File: src/rtl/pipe_skid_stage.sv
// rtl/pipe_skid_stage.sv - two-entry in-order skid buffer pipeline stage
module pipe_skid_stage #(
  parameter int DATA_W   = 32,
  parameter int NUM_DATA = 2,
  parameter int RD_W     = 5,
  parameter int CTRL_W   = 3
) (
  input  logic                       clock,
  input  logic                       reset,
  input  logic                       in_valid,
  output logic                       in_ready,
  input  logic [NUM_DATA*DATA_W-1:0] data_in,
  input  logic [RD_W-1:0]            rd_in,
  input  logic [CTRL_W-1:0]          ctrl_in,
  input  logic                       flush,
  output logic                       out_valid,
  input  logic                       out_ready,
  output logic [NUM_DATA*DATA_W-1:0] data_out,
  output logic [RD_W-1:0]            rd_out,
  output logic [CTRL_W-1:0]          ctrl_out,
  output logic [1:0]                 occupancy
);

  localparam int PW = NUM_DATA * DATA_W;

  typedef enum logic [1:0] {
    EMPTY = 2'd0,
    ONE   = 2'd1,
    FULL  = 2'd2
  } state_t;

  state_t            state;
  logic [PW-1:0]     main_data, skid_data;
  logic [RD_W-1:0]   main_rd, skid_rd;
  logic [CTRL_W-1:0] main_ctrl, skid_ctrl;
  logic              accept, pop;

  // in_ready never looks at out_ready, so there is no combinational path
  // from downstream back upstream.
  assign in_ready  = (state != FULL) && reset && !flush;
  assign out_valid = (state != EMPTY);
  assign accept    = in_valid && in_ready;
  assign pop       = out_valid && out_ready;
  assign occupancy = state;

  assign data_out = main_data;
  assign rd_out   = main_rd;
  // A bubble must never look like a write to memory or the register file.
  assign ctrl_out = out_valid ? main_ctrl : '0;

  always_ff @(posedge clock) begin
    if (!reset) begin
      state     <= EMPTY;
      main_data <= '0;
      main_rd   <= '0;
      main_ctrl <= '0;
      skid_data <= '0;
      skid_rd   <= '0;
      skid_ctrl <= '0;
    end else if (flush) begin
      state <= EMPTY;
    end else begin
      case (state)
        EMPTY: begin
          if (accept) begin
            main_data <= data_in;
            main_rd   <= rd_in;
            main_ctrl <= ctrl_in;
            state     <= ONE;
          end
        end
        ONE: begin
          if (accept && pop) begin
            main_data <= data_in;
            main_rd   <= rd_in;
            main_ctrl <= ctrl_in;
          end else if (accept) begin
            skid_data <= data_in;
            skid_rd   <= rd_in;
            skid_ctrl <= ctrl_in;
            state     <= FULL;
          end else if (pop) begin
            state <= EMPTY;
          end
        end
        FULL: begin
          if (pop) begin
            main_data <= skid_data;
            main_rd   <= skid_rd;
            main_ctrl <= skid_ctrl;
            state     <= ONE;
          end
        end
        default: state <= EMPTY;
      endcase
    end
  end

endmodule

File: config.mk
export PLATFORM = sky130hd
export DESIGN_NAME = pipe_skid_stage
export DESIGN_NICKNAME = d
export VERILOG_FILES = /design/src/rtl/pipe_skid_stage.sv
export SDC_FILE = /design/constraint.sdc
export NUM_CORES = 1
export LEC_CHECK = 0
export BUFFER_PORTS_ARGS = -buffer_cell sky130_fd_sc_hd__clkbuf_2
export CELL_PAD_IN_SITES_DETAIL_PLACEMENT = 0
export CELL_PAD_IN_SITES_GLOBAL_PLACEMENT = 1
export CORE_MARGIN = 2
export CORE_UTILIZATION = 40
export CTS_CLUSTER_SIZE = 8
export DETAILED_ROUTE_END_ITERATION = 8
export GPL_TIMING_DRIVEN = 0
export PLACE_DENSITY_LB_ADDON = 0.15
export SETUP_SLACK_MARGIN = 0.4
export SYNTH_ARGS = -nofsm -noshare
export SYNTH_HDL_FRONTEND = slang
export SYNTH_SLANG_ARGS = --single-unit
export TNS_END_PERCENT = 1
File: constraint.sdc
create_clock -name clock -period 1.55 [get_ports clock]
set_input_delay 0 -clock clock [delete_from_list [all_inputs] [get_ports clock]]
set_output_delay 0 -clock clock [all_outputs]
set_load 0.005 [all_outputs]
==> metrics.cfg <==
[yosys]
synth_cell_types=29
synth_edf_count=0
seq_area_frac_synth_pct=42.17
avgSynthCellArea_um2=9.931
yosys_warnings=0
synth_top_area_share_pct=42.17
syn_nets=775
synth_area_um2=6932
synthCells=698
synth-seq-cells=146
async_flop_share_pct=0
yosysTopAreaCell=dfxtp_1
synthTopCellsByArea=dfxtp_1 (42%), a211oi_2 (13%), mux2i_1 (11%)
synth_top_flop_cell=dfxtp_1

[clocking]
clock_path_buffers=2
cts-root-buf=clkbuf_16
cts_made_buffers=17
htreeDepth=4
clk_pin_slew_ns=0.06
cts_tree=yes
cts_sinks=146
clkLatencyLatePin_ns=0.43

[status]
violations=negative setup slack
status=finished with violations

[placement]
place_hpwl_um=15130
port_buffers=152
gp_congestion=0.8303
dpl_worst_slack_ns=-0.3743
dpl_cell_area_um2=7979

[global_route]
gr-total-overflow=0
antenna_found_initial=0
grt_usage_pct=24.25
grt_pass1_wl_um=34860
grt_pass1_vias=6565
grt_max_degree=17

[power]
combPwrFrac_pct=12.5
p_sw_w=0.002351
pwr-share-seq_pct=40.7
power_frac_clock_pct=46.8
leakagePower_nw=3.956
p_per_area_nw_per_um2=1005
p_int_w=0.007330
switching_share_pct=24.29
vdd_ir_drop_max_mv=0.7375

[setup_path]
crit_fanout=10
slowest_stage=dfxtp_2
crit_path_cell_trace=buf_6, nor4bb_4, buf_6, a31o_4, buf_12, buf_12, a211oi_2
worstPathRequired_ns=1.82
max_stage_delay_ns=0.34
cp-end-kind=flop
critPathKind=flop to flop
cp-start-kind=flop
cp.arrival_ns=1.85

[timing]
post-route-min-period_ns=1.582
rsz0062_at_grt=yes
finClkSkew_ns=0.005333
finalCritPeriodShare_pct=102.1
hold_violations=0
fmax_ghz=0.6322
setup_slack_ns=-0.03189
tightestPinTransition_ns=0.8625
slew_headroom_pct=42.50
setup_viol=71
drv_slew=0

[layout]
design_area_um2=9634
area_growth_pct=38.99
fin_nets=1026
layout-drive-gt1-share_pct=35.00
antenna_cells=0

[die]
fp.dieH_um=135.6
dieArea_um2=18400
initial_core_util_pct=40.50
die_x_um=135.6
pin_count=153
rows=48
fp.coreArea_um2=17120

[detailed_routing]
drt-pass1-iter-count=5
wl_per_cell_um=18.81
avgViaCountPerCell=5.624
drtIter0Drc=326
drc_errors=0
antenna_left=0
via_count=6664
routed_wl_um=22290

[hold_path]
hold_class=input port to flop

[flow_run]
maxCapViolCount=0

## routing by layer
layer  track usage [%]  wire length [um]  vias to the layer above
met4             6.250               298                        0
met2             40.94             10760                      169
met5                 0                 0                        -
met3             5.200              1017                       21
met1             31.51             10220                     3250
li1                  -                 -                     3224
## power by group through the flow
stage / sequential [W] / clock, W / combinational (W)
final: 0.00394 / 0.00453 / 0.00121
after global routing: 0.00395 / 0.00473 / 0.00131
after global placement: 0.00402 / 0 / 0.000998
after CTS: 0.00394 / 0.00458 / 0.00120
after detailed placement: 0.00402 / 0 / 0.00102
after floorplan: 0.00401 / 0 / 0.000595
## registers in the layout, indices dropped and copies added, names as in the netlist
| register | cells |
|---|---|
| data_out | 64 |
| main_ctrl | 3 |
| occupancy | 2 |
| rd_out | 5 |
| skid_ctrl | 3 |
| skid_data | 64 |
| skid_rd | 5 |
## repair_timing
action | CTS | global route
gates cloned | 1 | 0
endpoints found under the hold margin | 120 | 0
hold buffers | 74 | 0
setup endpoints to repair | 151 | 151
setup buffers | 1 | 4
pin swaps | 24 | 6
resized for setup | 60 | 15
## per-stage QoR
stage	instances	setup TNS [ns]	hold WS (ns)	utilization (%)	total power, W
6_report	1185	-0.9521	0.04341	56.29	0.009681
4_1_cts	1181	-1.378	0.02195	55.83	0.009715
3_3_place_gp	1075	-19.75	0.2494	46.62	0.005014
2_1_floorplan	698	0	0.06532	-	0.004606
3_5_place_dp	1075	-23.93	0.2572	46.62	0.005037
5_1_grt	1185	-11.71	0.1050	56.29	0.009989
## worst max-delay path, delay by kind of cell (launching register included)
kind            cells  cell delay [ns]
compound gates      2             0.18
buf+inv             4             0.64
flops               1             0.34
simple gates        1             0.26
## area by class of cell
| cell class | instances | area (um^2) |
|---|---|---|
| Buffer | 95 | 649.4 |
| Inverter | 2 | 7.507 |
| Timing Repair Buffer | 232 | 1546 |
| Fill cell | 1505 | 7482 |
| Multi-Input combinational cell | 455 | 3582 |
| Clock inverter | 10 | 182.7 |
| Sequential cell | 146 | 2928 |
| Clock buffer | 20 | 456.7 |
| Tap cell | 225 | 281.5 |
## cell families after synthesis
logic type	count (synthesis)	synth area share [%]
AO/OA/AOI/OAI	292	32.89
buffers and inverters	97	7.455
flip-flops	146	42.17
multiplexers	73	10.54
AND/OR/NAND/NOR	90	6.950
## cell usage after synthesis, types with 3 or more instances
cell type and number:
clkbuf_4 5, buf_6 3, a21oi_1 73, buf_1 17
o21ai_1 72, a211oi_1 3, buf_2 20, dfxtp_1 146
clkbuf_1 41, mux2i_1 73, a211oi_2 70, nor2b_1 4
a311oi_1 72, buf_8 7, nand3_1 72, nand2b_1 3
## path summary, 6_finish.rpt
path / depth (start not counted) / endpoint / start / slack [ns]
hold / removal: 4 / occupancy[0] / in_valid / 0.04
setup / recovery: 7 / data_out[59] / occupancy[1] / -0.03
hold reg to reg: 2 / skid_data[20] / skid_data[20] / 0.47
setup reg to reg: 7 / data_out[59] / occupancy[1] / -0.03
## cell usage in the layout, fill, tap and decap left out, types with 3 or more instances in the layout
| cell | count |
|---|---|
| buf_6 | 5 |
| a211oi_2 | 70 |
| a311oi_1 | 72 |
| a211oi_1 | 3 |
| clkbuf_1 | 29 |
| buf_2 | 15 |
| nand3_2 | 11 |
| mux2i_2 | 3 |
| buf_12 | 9 |
| nand3_1 | 61 |
| bufinv_16 | 5 |
| dlygate4sd3_1 | 74 |
| mux2i_1 | 70 |
| clkinvlp_4 | 3 |
| nand2b_1 | 3 |
| buf_4 | 11 |
| nor2b_1 | 4 |
| a21oi_1 | 72 |
| o21ai_1 | 72 |
| buf_1 | 9 |
| clkbuf_4 | 9 |
| clkbuf_2 | 165 |
| clkbuf_16 | 17 |
| clkbuf_8 | 3 |
| dfxtp_1 | 144 |
Power figures use the tool's default switching activity.
